**src/rtl/int_multiplier_seq_if.sv**
```systemverilog
// Operand/result bundle for the sequential multiplier.
// start is accepted only while busy = 0; done is a one-cycle pulse with product/product_sat/overflow valid.
interface int_multiplier_seq_if #(
  parameter int WIDTH = 32
);
  logic                 start;
  logic                 is_signed;
  logic [WIDTH-1:0]     multiplicand;
  logic [WIDTH-1:0]     multiplier;
  logic                 busy;
  logic                 done;
  logic [2*WIDTH-1:0]   product;
  logic [WIDTH-1:0]     product_sat;
  logic                 overflow;

  modport master (
    output start, is_signed, multiplicand, multiplier,
    input  busy, done, product, product_sat, overflow
  );

  modport slave (
    input  start, is_signed, multiplicand, multiplier,
    output busy, done, product, product_sat, overflow
  );
endinterface

```
**src/rtl/int_multiplier_seq.sv**
```systemverilog
// Sequential shift-add multiplier: one partial-product step per clock on operand magnitudes,
// sign applied and result saturated as the FSM enters FIN.
module int_multiplier_seq #(
  parameter int WIDTH = 32
) (
  input  logic                   clk,
  input  logic                   rst_n,
  int_multiplier_seq_if.slave    bus,
  output logic [1:0]             state_dbg
);
  localparam int CW = $clog2(WIDTH) + 1;
  localparam logic [CW-1:0] CNT_LAST = CW'(WIDTH);

  typedef enum logic [1:0] {
    IDLE = 2'd0,
    RUN  = 2'd1,
    FIN  = 2'd2
  } state_t;

  state_t               state_q, state_d;
  logic [CW-1:0]        cnt_q, cnt_d;
  logic [2*WIDTH-1:0]   acc_q, acc_d;
  logic [2*WIDTH-1:0]   mcand_q, mcand_d;
  logic [WIDTH-1:0]     mplier_q, mplier_d;
  logic                 neg_q, neg_d;
  logic                 sgn_q, sgn_d;
  logic [2*WIDTH-1:0]   product_q, product_d;
  logic [WIDTH-1:0]     product_sat_q, product_sat_d;
  logic                 overflow_q, overflow_d;

  logic [WIDTH-1:0]     a_mag, b_mag;
  logic [2*WIDTH-1:0]   res;
  logic                 ovf;
  logic [WIDTH-1:0]     sat;

  always_ff @(posedge clk or negedge rst_n) begin
    if (!rst_n) begin
      state_q       <= IDLE;
      cnt_q         <= '0;
      acc_q         <= '0;
      mcand_q       <= '0;
      mplier_q      <= '0;
      neg_q         <= 1'b0;
      sgn_q         <= 1'b0;
      product_q     <= '0;
      product_sat_q <= '0;
      overflow_q    <= 1'b0;
    end else begin
      state_q       <= state_d;
      cnt_q         <= cnt_d;
      acc_q         <= acc_d;
      mcand_q       <= mcand_d;
      mplier_q      <= mplier_d;
      neg_q         <= neg_d;
      sgn_q         <= sgn_d;
      product_q     <= product_d;
      product_sat_q <= product_sat_d;
      overflow_q    <= overflow_d;
    end
  end

  // Magnitudes fit WIDTH bits unsigned, including |-2^(WIDTH-1)|.
  always_comb begin
    a_mag = bus.multiplicand;
    b_mag = bus.multiplier;
    if (bus.is_signed && bus.multiplicand[WIDTH-1]) a_mag = -bus.multiplicand;
    if (bus.is_signed && bus.multiplier[WIDTH-1])   b_mag = -bus.multiplier;
  end

  always_comb begin
    res = neg_q ? -acc_q : acc_q;
    ovf = 1'b0;
    sat = res[WIDTH-1:0];
    if (sgn_q) begin
      ovf = !((&res[2*WIDTH-1:WIDTH-1]) || !(|res[2*WIDTH-1:WIDTH-1]));
      if (ovf) sat = res[2*WIDTH-1] ? {1'b1, {(WIDTH-1){1'b0}}} : {1'b0, {(WIDTH-1){1'b1}}};
    end else begin
      ovf = |res[2*WIDTH-1:WIDTH];
      if (ovf) sat = '1;
    end
  end

  always_comb begin
    state_d       = state_q;
    cnt_d         = cnt_q;
    acc_d         = acc_q;
    mcand_d       = mcand_q;
    mplier_d      = mplier_q;
    neg_d         = neg_q;
    sgn_d         = sgn_q;
    product_d     = product_q;
    product_sat_d = product_sat_q;
    overflow_d    = overflow_q;
    case (state_q)
      IDLE: begin
        if (bus.start) begin
          state_d  = RUN;
          sgn_d    = bus.is_signed;
          neg_d    = bus.is_signed & (bus.multiplicand[WIDTH-1] ^ bus.multiplier[WIDTH-1]);
          mcand_d  = {{WIDTH{1'b0}}, a_mag};
          mplier_d = b_mag;
          acc_d    = '0;
          cnt_d    = '0;
        end
      end
      RUN: begin
        // Counter values 0..WIDTH-1 are the bit steps; the extra pass commits the result.
        if (cnt_q == CNT_LAST) begin
          state_d       = FIN;
          product_d     = res;
          product_sat_d = sat;
          overflow_d    = ovf;
        end else begin
          if (mplier_q[0]) acc_d = acc_q + mcand_q;
          mcand_d  = mcand_q << 1;
          mplier_d = mplier_q >> 1;
          cnt_d    = cnt_q + CW'(1);
        end
      end
      FIN:     state_d = IDLE;
      default: state_d = IDLE;
    endcase
  end

  assign bus.busy        = (state_q != IDLE);
  assign bus.done        = (state_q == FIN);
  assign bus.product     = product_q;
  assign bus.product_sat = product_sat_q;
  assign bus.overflow    = overflow_q;
  assign state_dbg       = state_q;
endmodule

```
**src/flat_wrapper.sv**
```systemverilog
// flat-port wrapper written by rule: the top's interface ports become plain ports
module int_multiplier_seq_flat 
#(
  parameter int WIDTH = 32
)
  (clk, rst_n, state_dbg, bus_start, bus_is_signed, bus_multiplicand, bus_multiplier, bus_busy, bus_done, bus_product, bus_product_sat, bus_overflow);
  int_multiplier_seq_if #(.WIDTH(WIDTH)) bus_i ();
  input  logic clk;
  input  logic rst_n;
  output logic [1:0] state_dbg;
  input wire logic [$bits(bus_i.start)-1:0] bus_start;
  input wire logic [$bits(bus_i.is_signed)-1:0] bus_is_signed;
  input wire logic [$bits(bus_i.multiplicand)-1:0] bus_multiplicand;
  input wire logic [$bits(bus_i.multiplier)-1:0] bus_multiplier;
  output wire logic [$bits(bus_i.busy)-1:0] bus_busy;
  output wire logic [$bits(bus_i.done)-1:0] bus_done;
  output wire logic [$bits(bus_i.product)-1:0] bus_product;
  output wire logic [$bits(bus_i.product_sat)-1:0] bus_product_sat;
  output wire logic [$bits(bus_i.overflow)-1:0] bus_overflow;
  assign bus_i.start = bus_start;
  assign bus_i.is_signed = bus_is_signed;
  assign bus_i.multiplicand = bus_multiplicand;
  assign bus_i.multiplier = bus_multiplier;
  assign bus_busy = bus_i.busy;
  assign bus_done = bus_i.done;
  assign bus_product = bus_i.product;
  assign bus_product_sat = bus_i.product_sat;
  assign bus_overflow = bus_i.overflow;
  int_multiplier_seq #(.WIDTH(WIDTH)) u_core (.clk(clk), .rst_n(rst_n), .bus(bus_i), .state_dbg(state_dbg));
endmodule
```
**config.mk**
```make
export PLATFORM = sky130hd
export DESIGN_NAME = int_multiplier_seq_flat
export DESIGN_NICKNAME = d
export VERILOG_FILES = /design/src/rtl/int_multiplier_seq_if.sv /design/src/rtl/int_multiplier_seq.sv /design/src/flat_wrapper.sv
export SDC_FILE = /design/constraint.sdc
export NUM_CORES = 1
export LEC_CHECK = 0
export CORE_AREA = 2 2 141 281
export CTS_BUF_LIST = sky130_fd_sc_hd__clkbuf_2
export CTS_CLUSTER_SIZE = 20
export DETAILED_ROUTE_END_ITERATION = 8
export DIE_AREA = 0 0 143 283
export GPL_ROUTABILITY_DRIVEN = 0
export GPL_TIMING_DRIVEN = 0
export MAX_ROUTING_LAYER = met4
export PLACE_DENSITY = 0.63
export SLEW_MARGIN = 5
export SYNTH_ARGS = -nofsm -noshare
export SYNTH_HDL_FRONTEND = slang
export SYNTH_SLANG_ARGS = --single-unit
```
**constraint.sdc**
```tcl
create_clock -name clk -period 8.7 [get_ports clk]
set_input_delay 1.305 -clock clk [delete_from_list [all_inputs] [get_ports clk]]
set_output_delay 1.305 -clock clk [all_outputs]
set_load 0.02 [all_outputs]
```
# Word level (Yosys, flattened, before mapping)
# Cells that the tools add are included.
# word_totals
inputBits	68
output_inout_bits	101
register_bits	267
# op_classes
add_sub_neg	5
n_eq_ne	7
reduce_logical	16
n_bitwise	2
muxes	24
# op_table
operator	n
$mux 64	6
$mux 32	8
$pmux 64 s2	2
$add 64x64->64	1
$neg 32->32	2
$neg 64->64	1
$pmux 32 s2	1
$reduce_and 33->1	1
$reduce_or 33->1	1
$reduce_or 32->1	1
$mux 6	2
$pmux 6 s2	1
$add 6x1->6 const B	1
$eq 6x6->1 const B	1
$reduce_and 2->1	3
$mux 2	2
$ne 2x1->1 const B	2
$ne 2x2->1 const B	2
$pmux 2 s2	1
$reduce_and 4->1	1
$reduce_bool 2->1	2
$reduce_and 3->1	1
$eq 2x1->1 const B	1
$eq 2x2->1 const B	1
7 further kinds	9

# Logic depth before layout (Yosys ltp)
# Gate-level depths: netlist of run 1.
# depth
word_depth	7
depth_mapped	16

# Worst setup path before layout of run 1
# No wires, ideal clock.
# synth_timing
kind	flip-flop to flip-flop
startpoint	reg u_core.acc_q[31]
endpoint	reg u_core.product_sat_q[18], in the netlist u_core.bus.product_sat[18]
arrival_time_ps	4061
stages_incl_launch_ff	17
setup_slack_ps	4575
n_path_buf	4
period_less_slack_ps	4125
required_time_ps	8636
cell_sequence	dfrtp_1 -> buf_6 -> or4_1 -> clkbuf_1 -> or4_1 -> buf_2 -> or3_4 -> o41ai_4 -> xnor2_1 -> nand4_1 -> nor4_1 -> nand2_1 -> nor4_1 -> o21ai_0 -> clkbuf_1 -> a21oi_1 -> a21o_1
# synth_via
elab_chain_len	7
elab_cells_between_ends	11
cone_classes	add/sub (1); mux (5); reduce/logical (5)
# synth_lines
element	line	rtl
start: declaration	int_multiplier_seq.sv:22	logic [2*WIDTH-1:0] acc_q, acc_d;
start signal: assignment	int_multiplier_seq.sv:40	acc_q <= '0;
start signal: assignment	int_multiplier_seq.sv:51	acc_q <= acc_d;
$neg 64->64	int_multiplier_seq.sv:71	res = neg_q ? -acc_q : acc_q;
$mux 64 *	int_multiplier_seq.sv:71	
$reduce_or 33->1	int_multiplier_seq.sv:75	ovf = !((&res[2*WIDTH-1:WIDTH-1]) || !(|res[2*WIDTH-1:WIDTH-1]));
$logic_not 1->1	int_multiplier_seq.sv:75	
$logic_or 1x1->1	int_multiplier_seq.sv:75	
$mux 32	int_multiplier_seq.sv:76	if (ovf) sat = res[2*WIDTH-1] ? {1'b1, {(WIDTH-1){1'b0}}} : {1'b0, {(WIDTH-1){1'b1}}};
$mux 32 *	int_multiplier_seq.sv:74	if (sgn_q) begin
end signal: assignment	int_multiplier_seq.sv:57	product_sat_q <= product_sat_d;
end: declaration	int_multiplier_seq.sv:28	logic [WIDTH-1:0] product_sat_q, product_sat_d;
# Mark *: on every way between the ends. The rest lies on a longest branch, timed or not.
# A chain may end at the register's enable or synchronous reset.

# Worst setup path in the final report of run 1
# layout_timing
startpoint	reg u_core.acc_q[4]
endpoint	reg u_core.product_sat_q[27], in the netlist u_core.bus.product_sat[27]
# layout_via
elab_chain_len	7
elab_cells_between_ends	11
cone_classes	add/sub (1); mux (5); reduce/logical (5)
# layout_lines
element	line
$neg 64->64 *	int_multiplier_seq.sv:71
$mux 64 *	int_multiplier_seq.sv:71
$reduce_or 33->1	int_multiplier_seq.sv:75
$logic_not 1->1	int_multiplier_seq.sv:75
$logic_or 1x1->1	int_multiplier_seq.sv:75
$mux 32	int_multiplier_seq.sv:76
$mux 32 *	int_multiplier_seq.sv:74
# Marks and branches as above.

==> results of run 1 <==
[how the worst max path moves through the flow]
stage                                             from                                endpoint  slack [ns]
final                      u_core.acc_q[4]$_DFFE_PN0P_  u_core.bus.product_sat[27]$_DFFE_PN0P_        2.72
after global routing       u_core.acc_q[4]$_DFFE_PN0P_  u_core.bus.product_sat[24]$_DFFE_PN0P_        2.55
after CTS                  u_core.acc_q[4]$_DFFE_PN0P_  u_core.bus.product_sat[26]$_DFFE_PN0P_        2.91
after detailed placement   u_core.acc_q[4]$_DFFE_PN0P_  u_core.bus.product_sat[24]$_DFFE_PN0P_        2.96
after global placement                           rst_n          u_core.mcand_q[55]$_DFFE_PN0P_       -5.29
after floorplan           u_core.acc_q[31]$_DFFE_PN0P_  u_core.bus.product_sat[18]$_DFFE_PN0P_        4.57
[layer usage]
metal	track usage [%]	routed length (um)
met1	37.6	24200
met2	43.7	25800
met3	3.72	3030
met4	10.2	1600
met5	-	0
[Yosys cell counts, drive strengths merged, types with 7 or more instances]
master  count  area [um2]
nor2b      11        68.8
nand3     121         606
o21ai     246        1230
and2        7        43.8
xor2      102         893
or2         9        56.3
a21oi     181         906
inv        30         113
xnor2      78         683
nand4      24         150
nor4       21         138
buf        22         108
nor3       32         160
o31ai      39         293
dfrtp     267        6680
ha         68         851
a21o       45         338
clkbuf    103         390
o41ai      26         254
a31oi      13        81.3
or3        26         168
nand2b     14        87.6
o211ai      7        52.6
nand2     361        1360
or4        14         105
nor2      129         487
o21bai      7        52.6
[metrics by stage]
| stage | hold WS, ns | worst slack, ns |
|---|---|---|
| final | 0.358 | 2.72 |
| after global routing | 0.382 | 2.55 |
| after CTS | 0.332 | 2.91 |
| after detailed placement | 0.465 | 2.96 |
| after global placement | 0.459 | -5.29 |
| after floorplan | 0.445 | 4.57 |
[report_power, final]
| group | internal [mW] | switching [mW] | leakage, nW | total (mW) |
|---|---|---|---|---|
| logic | 1.56 | 2.51 | 4.84 | 4.07 |
| registers | 1.73 | 0.538 | 3.49 | 2.27 |
| clock network | 0.353 | 0.543 | 0.435 | 0.896 |
| total | 3.64 | 3.59 | 8.77 | 7.23 |
[worst max-delay path: cells and delay by family (launching register included)]
kind / cells / cell delay (ns)
xor+xnor: 1 / 0.21
simple gates: 7 / 3.15
flops: 1 / 0.47
buf+inv: 2 / 0.68
compound gates: 4 / 1.36
[cell type report]
cell class | count | area (um2)
Antenna cell | 6 | 15.0
Multi-Input combinational cell | 1657 | 9750
Clock buffer | 83 | 415
Buffer | 125 | 498
Clock inverter | 26 | 189
Sequential cell | 267 | 6680
Tap cell | 520 | 651
Timing Repair Buffer | 170 | 1740
Fill cell | 3742 | 18400
Inverter | 30 | 113
[flip-flops by register name (all words and copies together) (netlist names)]
register and flops:
u_core.acc_q 64, u_core.bus.overflow 1, u_core.bus.product 64, u_core.bus.product_sat 32
u_core.cnt_q 6, u_core.mcand_q 64, u_core.mplier_q 32, u_core.neg_q 1
u_core.sgn_q 1, u_core.state_dbg 2
[cells by family after synthesis]
kind of cell | after synthesis | synth area share (%)
simple gates | 793 | 21.3
compound gates | 611 | 21.3
flops | 267 | 39.2
xor+xnor | 180 | 9.25
buf+inv | 155 | 3.58
fa+ha+maj | 69 | 5.11
mux | 4 | 0.316
==> flow_summary.toml, run 1 <==
[route]
num_vias = 16300
drc = 0
avgRoutedWirePerCell_um = 19.0
drt_iter0_markers = 1207
avgViaCountPerCell = 5.66
drtPass1Iterations = 5
drtAntennaViolNets = 0
drt_wl_total_um = 54700

[clock_network]
ctsHoldBuffers = 0
clkTransAtPathRegs_ns = 0.15
cts_resized = 0
cts_sinks = 267
clockRootBuffer = "clkbuf_2"
cts_tree = "yes"
postCtsSetupRepairBufs = 0
ctsHtreeMaxLevel = 3
numCtsBuffers = 66
clockBufferDepth = 3
clk_latency_ns = 1.00

[synth]
synth.distinct_cells = 74
synth_area_per_cell_um2 = 8.20
syn_nets = 2216
synth-seq-cells = 267
synth_edf_count = 0
synth.cell_area_um2 = 17000
synth_warnings = 0
postSynth.asyncResetShare_pct = 100
ys_seq_area_share_pct = 39.2
syn-instance-count = 2079
synthFlopType = "dfrtp_1"

[setup_path]
cp-end-kind = "flip-flop"
start_kind = "flip-flop"
r2r_setup_slack_ns = 2.72
path_max_fanout = 10
r2r_end = "u_core.bus.product_sat[27]$_DFFE_PN0P_"
cp_cell_sequence = "or3_1 -> nor3_1 -> nand4_1 -> buf_2 -> or2_2 -> o41ai_1 -> xor2_1 -> nor4_1 -> nand2_1 -> nor4_1 -> o21ai_0 -> clkbuf_1 -> a21oi_1 -> a21o_1"
path_class = "flip-flop to flip-flop"
cp_common_cell = "nor4_1"
reg2regPathDepth = 14
slowest_delay_ns = 0.79
reg2reg_from = "u_core.acc_q[4]$_DFFE_PN0P_"
cp.required_ns = 9.58
arrival_ns = 6.86
crit_slowest_cell = "nor3_1"

[power_and_ir_drop]
fin_total_pwr_mw = 7.23
cellLeakagePower_nw = 8.77
ir_drop_mv = 0.157
power_density_nw_per_um2 = 361

[sta]
finalHoldViolCount = 0
final-setup-viol-count = 0
fmax_ghz = 0.167
worst-slew-pin-transition_ns = 1.03
rsz0062_at_grt = "no"
final.setup.tns_ns = 0
timing.clock.skew_ns = 0.136
min_period_ns = 5.98
finalCritPeriodShare_pct = 68.7
relSlewSlack_pct = 30.7
maxSlewViolCount = 0

[floorplan]
die_y_um = 283
die_w_um = 143
start_util_pct = 44.4
io-pin-count = 169
core.rowCount = 102
die_area_um2 = 40500
core_um2 = 38400

[outcome]
status = "finished clean"

[cells_and_area]
utilization_pct = 52.2
area_growth_pct = 17.7
final_common_cell = "nand2_1"
layout_common_cells = "nand2_1, dfrtp_1, o21ai_0"
final_area_um2 = 20100
drive_gt1_share_pct = 5.30
finalNetCount = 2454
fin_cells = 2884

[place]
dpl.hpwl_um = 42800
dp_cells = 2769
place_area_um2 = 19400
port_buffers = 168

[global_routing]
grt_usage_pct = 28.1
grt_overflow = 0
first_global_vias = 15800
antenna_found_initial = 4
grt_max_degree = 106
grt_pass1_wl_um = 87500

[run]
max_cap_violations = 0

[hold_path]
hold_path_class = "input pin to async pin"
(Power assumes the default switching activity.)
==> run 2, diff against run 1 <==
- PLACE_DENSITY: 0.63 -> 0.65
- clock period: 8.7 -> 5.35 ns (I/O delays scaled with it)
==> run 2 against run 1 <==
Register-to-register slack worse by 2.5 ns. Fmax up 16%. Cell area down 0.16%. Via count down 0.17%. Die area unchanged. Total power up 60%. Combinational power up 62%. Cell count down 0.14%. Sequential power up 62%. Worst setup slack worse by 2.5 ns. Clock-buffer cell count up 1. Critical endpoint is now u_core.bus.product_sat[24]$_DFFE_PN0P_. Largest cell class unchanged. Largest power group unchanged.
==> flow_summary.toml, run 2 (same netlist as run 1, synthesis figures left out) <==
[outcome]
status = "finished clean"

[clock_network]
clk_latency_ns = 1.00
postCtsSetupRepairBufs = 0
cts_tree = "yes"
numCtsBuffers = 60
clockBufferDepth = 3
cts_sinks = 267
ctsHtreeMaxLevel = 2
clockRootBuffer = "clkbuf_2"
clkTransAtPathRegs_ns = 0.11

[setup_path]
path_class = "flip-flop to flip-flop"
cp_common_cell = "clkbuf_1"
cp.required_ns = 6.26
slowest_delay_ns = 0.53
cp_cell_sequence = "or4_1 -> clkbuf_1 -> nor4_2 -> nand4_1 -> clkbuf_1 -> buf_1 -> o31ai_1 -> xnor2_1 -> nand4_1 -> nor4_1 -> nand2_1 -> nor4_4 -> o21ai_1 -> clkbuf_1 -> a21oi_1 -> a21o_1"
cp-end-kind = "flip-flop"
path_max_fanout = 10
cp_top_family = "simple AND/OR/NAND/NOR gates"
start_kind = "flip-flop"
crit_slowest_cell = "or4_1"
arrival_ns = 6.07
critPathBufInv = 4

[floorplan]
die_w_um = 143
start_util_pct = 44.4
io-pin-count = 169
die_y_um = 283
die_area_um2 = 40500
core_um2 = 38400
core.rowCount = 102

[cells_and_area]
finalNetCount = 2449
layout_common_cells = "nand2_1, dfrtp_1, o21ai_0"
final_area_um2 = 20000
final_common_cell = "nand2_1"
area_growth_pct = 17.5
fillers = 3763
drive_gt1_share_pct = 5.26
fin_cells = 2880

[power_and_ir_drop]
fin_total_pwr_mw = 11.6
cellLeakagePower_nw = 8.76
power_density_nw_per_um2 = 579
ir_drop_mv = 0.280

[sta]
min_period_ns = 5.16
maxSlewViolCount = 0
finalCritPeriodShare_pct = 96.4
rsz0062_at_grt = "no"
finalHoldViolCount = 0
worst-slew-pin-transition_ns = 0.991
final.setup.tns_ns = 0
setup_slack_ns = 0.192
final-setup-viol-count = 0
timing.clock.skew_ns = 0.0996
relSlewSlack_pct = 33.9
fmax_ghz = 0.194

[hold_path]
hold_path_class = "input pin to async pin"

[place]
dp_cells = 2769
post-place-ws_ns = -0.450
place_area_um2 = 19400
dpl.hpwl_um = 42400
port_buffers = 168

[global_routing]
grt_usage_pct = 27.5
antenna_found_initial = 2
first_global_vias = 15800
grt_max_degree = 117
grt_overflow = 0
grt_pass1_wl_um = 85800

[route]
drtPass1Iterations = 6
avgViaCountPerCell = 5.66
drtAntennaViolNets = 0
drt_iter0_markers = 990
drt_wl_total_um = 53900
avgRoutedWirePerCell_um = 18.7
num_vias = 16300
drc = 0

[run]
max_cap_violations = 0
## run 2: worst paths after layout
| path | startpoint | end | slack, ns | cells after the start |
|---|---|---|---|---|
| min reg2reg | u_core.bus.product_sat[17]$_DFFE_PN0P_ | u_core.bus.product_sat[17]$_DFFE_PN0P_ | 0.48 | 1 |
| min in group clk | u_core.bus.product_sat[17]$_DFFE_PN0P_ | u_core.bus.product_sat[17]$_DFFE_PN0P_ | 0.48 | 1 |
| min | rst_n | u_core.mplier_q[9]$_DFFE_PN0P_ | 0.31 | 2 |
| max | u_core.acc_q[10]$_DFFE_PN0P_ | u_core.bus.product_sat[24]$_DFFE_PN0P_ | 0.19 | 16 |
| max reg2reg | u_core.acc_q[10]$_DFFE_PN0P_ | u_core.bus.product_sat[24]$_DFFE_PN0P_ | 0.19 | 16 |
| max in group asynchronous | rst_n | u_core.acc_q[32]$_DFFE_PN0P_ | 4.09 | 3 |
## run 2: cell type report
type                            instances  area [um2]  area share, %
Clock buffer                           84         420           2.10
Tap cell                              520         651           3.25
Multi-Input combinational cell       1657        9790           48.9
Inverter                               30         113          0.562
Antenna cell                            2        5.00         0.0250
Clock inverter                         24         121          0.606
Sequential cell                       267        6680           33.4
Timing Repair Buffer                  171        1750           8.75
Buffer                                125         498           2.49
## run 2: through the flow
stage / utilization, % / hold WS, ns
5_1_grt: 52.1 / 0.290
3_5_place_dp: 50.6 / 0.464
6_report: 52.1 / 0.314
3_3_place_gp: 50.4 / 0.460
4_1_cts: 52.1 / 0.256
2_1_floorplan: - / 0.445
## run 2: layer usage
| layer | part of all wire (%) | vias up | global-route usage, % |
|---|---|---|---|
| met3 | 5.8 | 147 | 4.72 |
| met5 | 0 | - | - |
| met1 | 43 | 7718 | 34.8 |
| met4 | 4.8 | 0 | 12.7 |
| li1 | - | 7906 | - |
| met2 | 47 | 521 | 42.7 |
## run 2: power breakdown
part	total [mW]	internal, mW	leakage, nW	switching [mW]
sequential	3.68	2.81	3.49	0.871
clock	1.33	0.474	0.408	0.852
combinational	6.59	2.54	4.86	4.05
## run 2: what timing repair did
action	in CTS	in global routing
endpoints found under the setup margin	31	21
endpoints found under the hold margin	43	0
hold buffers	1	0
gates resized for setup	3	3
